### src/rtl/dcm_clkgen_prog.sv
// dcm_clkgen_prog: serial programming driver for a Spartan-6 DCM_CLKGEN.
// Takes one M/D request, shifts out LoadD, LoadM and Go over PROGEN/PROGDATA,
// then waits for a fresh PROGDONE and reports done or err.
module dcm_clkgen_prog #(
  parameter int GAP_CYCLES   = 2,
  parameter int DONE_TIMEOUT = 65535
) (
  input  logic       clk,
  input  logic       rst,
  input  logic       req,
  input  logic [7:0] d_minus1,
  input  logic [7:0] m_minus1,
  output logic       busy,
  output logic       done,
  output logic       err,
  output logic       prog_en,
  output logic       prog_data,
  input  logic       prog_done
);

  // Phase counter must hold both the 10-bit load length and the gap length.
  localparam int CW = (GAP_CYCLES > 10) ? $clog2(GAP_CYCLES) : 4;
  localparam int TW = $clog2(DONE_TIMEOUT + 1);

  localparam logic [CW-1:0] LOAD_LAST = CW'(9);
  localparam logic [CW-1:0] GAP_LAST  = CW'(GAP_CYCLES - 1);
  localparam logic [TW-1:0] T_LAST    = TW'(DONE_TIMEOUT - 1);

  typedef enum logic [2:0] {
    IDLE      = 3'd0,
    LOAD_D    = 3'd1,
    GAP1      = 3'd2,
    LOAD_M    = 3'd3,
    GAP2      = 3'd4,
    GO        = 3'd5,
    WAIT_DONE = 3'd6
  } state_t;

  state_t          state;
  state_t          state_nxt;
  logic [CW-1:0]   cnt;
  logic [TW-1:0]   tcnt;
  logic [9:0]      sr;
  logic [7:0]      m_q;
  logic            seen_low;

  logic            accept;
  logic            bad_req;
  logic            complete;
  logic            timeout;
  logic            busy_d;
  logic            done_d;
  logic            err_d;
  logic            prog_en_d;

  // The serial bit is always the low end of the shift register, which is
  // all-zero outside the two load phases (zero fill on every shift).
  assign prog_data = sr[0];

  // Next-state selection; also flags the events that drive the outputs.
  always_comb begin
    state_nxt = state;
    accept    = 1'b0;
    bad_req   = 1'b0;
    complete  = 1'b0;
    timeout   = 1'b0;
    case (state)
      IDLE: begin
        if (req) begin
          if (m_minus1 == 8'd0) begin
            bad_req = 1'b1;
          end else begin
            accept    = 1'b1;
            state_nxt = LOAD_D;
          end
        end
      end
      LOAD_D:    if (cnt == LOAD_LAST) state_nxt = GAP1;
      GAP1:      if (cnt == GAP_LAST)  state_nxt = LOAD_M;
      LOAD_M:    if (cnt == LOAD_LAST) state_nxt = GAP2;
      GAP2:      if (cnt == GAP_LAST)  state_nxt = GO;
      GO:        state_nxt = WAIT_DONE;
      WAIT_DONE: begin
        // A PROGDONE high only counts once it has been seen low after the
        // load began; completion on the last allowed cycle beats timeout.
        if (prog_done && seen_low) begin
          complete  = 1'b1;
          state_nxt = IDLE;
        end else if (tcnt == T_LAST) begin
          timeout   = 1'b1;
          state_nxt = IDLE;
        end
      end
      default:   state_nxt = IDLE;
    endcase
  end

  // Output decode from the state being entered, so the registered outputs
  // line up with that state's first cycle.
  always_comb begin
    prog_en_d = (state_nxt == LOAD_D) || (state_nxt == LOAD_M) || (state_nxt == GO);
    busy_d    = (state_nxt != IDLE);
    done_d    = complete;
    err_d     = bad_req | timeout;
  end

  // State, counters, shift register and registered outputs.
  always_ff @(posedge clk) begin
    if (rst) begin
      state    <= IDLE;
      cnt      <= '0;
      tcnt     <= '0;
      sr       <= '0;
      seen_low <= 1'b0;
      busy     <= 1'b0;
      done     <= 1'b0;
      err      <= 1'b0;
      prog_en  <= 1'b0;
    end else begin
      state   <= state_nxt;
      busy    <= busy_d;
      done    <= done_d;
      err     <= err_d;
      prog_en <= prog_en_d;

      cnt <= (state_nxt != state) ? '0 : cnt + 1'b1;

      if (state == WAIT_DONE && state_nxt == WAIT_DONE)
        tcnt <= tcnt + 1'b1;
      else
        tcnt <= '0;

      if (accept)
        sr <= {d_minus1, 2'b01};
      else if (state == GAP1 && state_nxt == LOAD_M)
        sr <= {m_q, 2'b11};
      else
        sr <= {1'b0, sr[9:1]};

      if (accept)
        seen_low <= 1'b0;
      else if (!prog_done)
        seen_low <= 1'b1;
    end
  end

  // M is held until the LoadM word is built; D goes straight into the shifter.
  always_ff @(posedge clk) begin
    if (accept) m_q <= m_minus1;
  end

endmodule

### config.mk
export PLATFORM = sky130hd
export DESIGN_NAME = dcm_clkgen_prog
export DESIGN_NICKNAME = d
export VERILOG_FILES = /design/src/rtl/dcm_clkgen_prog.sv
export SDC_FILE = /design/constraint.sdc
export NUM_CORES = 1
export LEC_CHECK = 0
export CORE_MARGIN = 4
export CORE_UTILIZATION = 50
export CTS_CLUSTER_DIAMETER = 100
export DETAILED_ROUTE_END_ITERATION = 12
export GPL_ROUTABILITY_DRIVEN = 0
export PLACE_DENSITY_LB_ADDON = 0.1
export SYNTH_ARGS = -nofsm -noshare
export SYNTH_HDL_FRONTEND = slang
export SYNTH_SLANG_ARGS = --single-unit
### constraint.sdc
create_clock -name clk -period 3.5 [get_ports clk]
set_clock_uncertainty 0.1 [all_clocks]
set_input_delay 0.35 -clock clk [delete_from_list [all_inputs] [get_ports clk]]
set_output_delay 0.35 -clock clk [all_outputs]
set_load 0.01 [all_outputs]
Word level (Yosys, flattened, before mapping) --
Index checks and enable logic that the tools add are counted.
Word-level totals: register bits 46, output and inout bits 5, logic and storage cells 63
Operators by class: reduce and logical (&&, ||, !) cells 12, eq/ne operators 14, bitwise operators 3, multiplexer cells 21, add/subtract/negate cells 2
Operators by type and width (number):
- $mux 3 | 8
- $pmux 3 s7 | 1
- $mux 10 | 2
- $add 16x1->16 const B | 1
- $eq 16x16->1 const B | 1
- $eq 3x3->1 const B | 5
- $mux 1 | 10
- $eq 3x2->1 const B | 3
- $logic_not 8->1 | 1
- $reduce_or 2->1 | 4
- $eq 3x1->1 const B | 2
- $add 4x1->4 const B | 1
- $eq 4x1->1 const B | 1
- $eq 4x4->1 const B | 1
- $logic_and 1x1->1 | 3
- $logic_not 3->1 | 1
- $ne 3x3->1 | 1
- $reduce_bool 3->1 | 1
- $logic_or 1x1->1 | 2
- $not 1->1 | 2
- $or 1x1->1 | 1

Logic depth before layout (Yosys ltp) --
word-level depth 8, gate-level depth with buffers 7, mapped depth without buffers 6

Worst setup path after synthesis --
No wires, ideal clock.
path kind reg2reg, start register cnt[0], end register sr[2], path buffers 1, period minus slack after synthesis 1.871 ns, cell stages (with the launch flop) 7, data required time 3.260 ns, setup slack 1.629 ns, arrival time 1.631 ns, cell sequence dfxtp_1 ha_1 or3b_1 nor4b_2 buf_4 mux2i_1 a211oi_2
Between the ends: longest elaborated chain between the ends 7
Ends and longest elaborated chain:
- start, declared | line 41 | logic [CW-1:0] cnt;
- start signal, assigned | line 126 | cnt <= (state_nxt != state) ? '0 : cnt + 1'b1;
- $eq 4x1->1 or $eq 4x4->1 (tied branches)
- $mux 3, on equally long branches
- $pmux 3 s7 * | line 67 | case (state)
- $eq 3x2->1 * | line 135 | else if (state == GAP1 && state_nxt == LOAD_M)
- $logic_and 1x1->1 * | line 135
- $mux 10 * | line 135
- $mux 10 * | line 133 | if (accept)
- end signal, assigned | line 134 | sr <= {d_minus1, 2'b01};
- end signal, assigned | line 136 | sr <= {m_q, 2'b11};
- end signal, assigned | line 138 | sr <= {1'b0, sr[9:1]};
- end, declared | line 43 | logic [9:0] sr;
Every way passes the cells marked *; elsewhere a longest branch is shown, timed or not. A chain may end at the register's enable or synchronous reset.

Final worst setup path --
start input m_minus1[0], end register sr[9]
RTL lines:
- start, declared | line 12 | input logic [7:0] m_minus1,
- $logic_not 8->1 | line 70 | if (m_minus1 == 8'd0) begin
- $mux 1 | line 70
- $mux 1 | line 69 | if (req) begin
- $mux 1 | line 67
- net accept | line 47 | logic accept;
- $mux 10 | line 133
The timed path passes the listed nets, and every way through them passes these cells.

==> implementation parameters <==
Parameter                              Value

STA
  Pins over their slew limit ... 0
  RSZ-0062 raised after global routing ... false
  Worst-case hold slack ... between 0.3 and 0.4 ns
  Setup TNS ... 0 ns
  Period utilization ... 0.6627
  Setup violators final ... 0
  Total count of hold-check failures in the final report ... 0
  Clock period minus final worst setup slack ... around 2.3 ns
  Slew at the pin closest to its max-slew limit ... between 0.6 and 0.7 ns
  Relative max-transition margin ... 0.5357
  Achievable frequency ... between 0.4 and 0.5 GHz

Clock network
  Clock root buffer ... sky130_fd_sc_hd__clkbuf_8
  Number of CTS-inserted buffers ... 5
  Post-CTS setup repair buffer count ... 0
  Number of hold buffers added after CTS ... 0
  Worst-path clk slew ... 0.07 ns
  Count of clock tree sinks ... 46
  CTS tree ... built
  Quantity of gates resized following cts ... 0
  Skew-Pair Late Insertion Delay ... about 0.30 ns
  Max H-tree Level ... 2
  Maximum buffer depth of the clock tree ... 2

Pwr
  Reported leakage power ... around 0.00075 µW
  Total power ... between 900 and 1000 µW
  Peak supply drop ... around 0.44 mV
  Power Dens Cells ... around 420 mW/mm²

Worst setup path
  FF-to-FF Start ... state[0]
  Category of the most critical setup path ... primary input to flop
  Crit path max-delay family ... compound AO/OA/AOI/OAI gates
  Crit start category ... primary input
  Number of cells on the worst reg-to-reg path ... 3
  Maximum fanout along the worst path ... 18
  Critical path required time ... between 3 and 4 ns
  Slowest stage cell on the critical path ... sky130_fd_sc_hd__a21o_1
  Category of the worst setup path capture point ... flop
  Worst path bufs/invs ... 2
  Slowest stage delay, CP ... approximately 0.64 ns
  Capturing point of the worst reg2reg path ... m_q[0]
  R2R Setup Slk ... 1.26 ns
  Cell-by-cell listing of the critical path ... clkdlybuf4s50_1, nor4_1, a21o_1, inv_2, a22oi_1, nor2_1
  WP data arrival ... between 2 and 2.5 ns

Run
  Number of violations of the max-capacitance limit ... 0

Route
  Detailed-route via count ... between 1,000 and 1,500
  Post-DR vias/cell ... 5.483
  Violation count after the first detailed-route iteration ... 88
  Residual antenna-violating net count after detailed routing ... 0
  Residual DRC ... 0
  Post-detailed-route wirelength per cell ... approximately 14 µm
  TritonRoute pass-1 iters ... 4
  Detailed Route WL ... between 3000 and 4000 µm

GRT
  Total congestion overflow after global routing ... 0
  First-pass GRT wire length ... approximately 6600 µm
  Maximum number of pins on one net before global-route repair ... 20
  Number of global-route vias before repair ... ~1,500
  Antenna violations before repair ... 0
  Aggregate global-route resource usage ... 0.1656

Synth
  Number of warnings reported in the yosys synthesis log ... 0
  Count of mapped cells out of synthesis ... 194
  Synthesized area per cell ... between 10 and 15 µm²
  Sequential cell area fraction in the yosys report ... 0.5070
  Number of storage elements in the synthesis netlist ... 46
  Netlist area before placement ... ~0.002 mm²
  Async set or reset register ratio after synthesis ... 0
  Number of flops mapped to enable cells by yosys ... 8
  Main synth FF type ... sky130_fd_sc_hd__dfxtp_1
  Number of distinct library cells after synthesis ... between 40 and 50
  Total nets after synthesis ... between 200 and 250

Status
  Run status ... finished, final reports clean

Final layout
  Final cell utilization of the core ... 0.6243
  Layout cell share with drive strength beyond 1 ... 0.09955
  Final net count ... around 240
  Finished Layout Cells ... 269
  Total inserted antenna cells ... 0
  Growth of design area from synthesis to finish ... 18.38%

Worst hold path
  End point of the most critical hold path ... sr[0]
  Startpoint of the most critical hold path ... sr[1]
  Class of the tightest hold or removal check ... flop to flop
  Worst hold stages ... 2

Place
  Number of placed instances, taps included ... 261
  Port Buffers ... 24
  DP HPWL ... between 2000 and 3000 µm

Die
  Count of pins on the block boundary ... 25
  Height of the die ... ~71 µm
  Chip Width ... approximately 71 µm
  Placeable Area ... approximately 0.0037 mm²
  Die area ... ~0.005 mm²
  Floorplan row count ... 22
  Effective utilization at floorplan ... 0.5274
-- per-stage QoR --
step / setup WS (ns) / area [µm²]
after floorplan: 1.629 / 1974
after global placement: 0.9374 / 2247
after detailed placement: 0.8109 / 2247
after CTS: 1.122 / 2337
after global routing: 0.9706 / 2337
final: 1.180 / 2337
-- placed cells by master, fill, tap and decap left out, drive strengths merged, types with 2 or more instances in the layout --
cell	Yosys	layout
xnor2	13	13
dfxtp	38	38
inv	6	6
nor2b	4	4
clkdlybuf4s50	0	24
nand2	10	10
nor4b	2	2
nand4	5	5
a21oi	5	5
buf	4	2
clkbuf	3	8
nor2	28	28
xor2	3	3
a211oi	7	7
ha	4	4
a211o	2	2
o21ai	5	5
mux2i	7	7
nand3	6	6
nand2b	2	2
nor3	12	12
nor4	8	8
edfxtp	8	8
-- tightest hold or removal path: stages, from the launching register on --
cell,delay [ns]
sky130_fd_sc_hd__dfxtp_1,0.32
sky130_fd_sc_hd__nor3_1,0.05
sky130_fd_sc_hd__nor2_1,0.07
-- kinds of logic (layout without fill, tap and decap cells) --
logic type,count (synthesis),after routing,synth area share
AO/OA/AOI/OAI,26,26,0.1071
adder cells (fa/ha/maj),4,4,0.02535
AND/OR/NAND/NOR,82,82,0.2212
multiplexers,7,7,0.03549
buffers and inverters,13,40,0.03295
flip-flops,46,46,0.5070
XOR/XNOR,16,16,0.07098
-- state kept, by name, summed over array words and instances, names as in the netlist --
signal and flops:
err 1, m_q 8, tcnt 16, prog_en 1, seen_low 1, cnt 4
done 1, state 3, sr 10, busy 1
-- where the power goes --
| part | total, µW | internal, µW | switching, µW |
|---|---|---|---|
| Clock | 324 | 161 | 163 |
| Combinational | 81.1 | 43.7 | 37.4 |
| Sequential | 570 | 559 | 10.7 |
| Total | 975 | 764 | 211 |
-- layer usage --
metal | vias to the layer above | track usage | wire length [µm]
met5 | - | 0 | 0
met4 | 0 | 0.06472 | 61
met3 | 6 | 0.04403 | 212
met2 | 39 | 0.2770 | 1871
met1 | 685 | 0.2034 | 1747
li1 | 745 | - | -
-- cell usage after synthesis (2+ instances only) --
library cell,n,area share
sky130_fd_sc_hd__a211oi_2,7,0.044
sky130_fd_sc_hd__edfxtp_1,8,0.12
sky130_fd_sc_hd__nand3_1,5,0.013
sky130_fd_sc_hd__clkbuf_1,3,0.0057
sky130_fd_sc_hd__dfxtp_1,38,0.39
sky130_fd_sc_hd__nor4b_2,2,0.015
sky130_fd_sc_hd__nor3_1,12,0.030
sky130_fd_sc_hd__nand4_1,4,0.013
sky130_fd_sc_hd__nand2_1,9,0.017
sky130_fd_sc_hd__buf_4,2,0.0076
sky130_fd_sc_hd__nand2b_1,2,0.0063
sky130_fd_sc_hd__nor4_1,8,0.025
sky130_fd_sc_hd__a21oi_1,5,0.013
sky130_fd_sc_hd__o21ai_1,2,0.0051
sky130_fd_sc_hd__o21ai_0,3,0.0076
sky130_fd_sc_hd__xor2_1,3,0.013
sky130_fd_sc_hd__ha_1,4,0.025
sky130_fd_sc_hd__a211o_1,2,0.0089
sky130_fd_sc_hd__mux2i_1,7,0.035
sky130_fd_sc_hd__nor2b_1,4,0.013
sky130_fd_sc_hd__xnor2_1,13,0.058
sky130_fd_sc_hd__nor2_1,28,0.053
sky130_fd_sc_hd__inv_1,5,0.0095
-- layout make-up --
type | count | area, µm²
inverters | 6 | 22.52
repair buffers | 26 | 255.2
clock buffers | 8 | 90.09
multi-input cells | 135 | 908.4
well taps | 48 | 60.06
flip-flops and latches | 46 | 1001
fillers | 320 | 1406
-- worst max-delay path by stage --
stage | cells after the start | slack (ns) | startpoint | endpoint
2_1_floorplan | 6 | 1.63 | cnt[0] | sr[2]
3_3_place_gp | 6 | 0.94 | m_minus1[1] | sr[0]
3_5_place_dp | 6 | 0.81 | m_minus1[0] | sr[9]
4_1_cts | 6 | 1.12 | m_minus1[0] | sr[9]
5_1_grt | 6 | 0.97 | m_minus1[0] | sr[9]
6_report | 6 | 1.18 | m_minus1[0] | sr[9]
(Power assumes the default switching activity.)
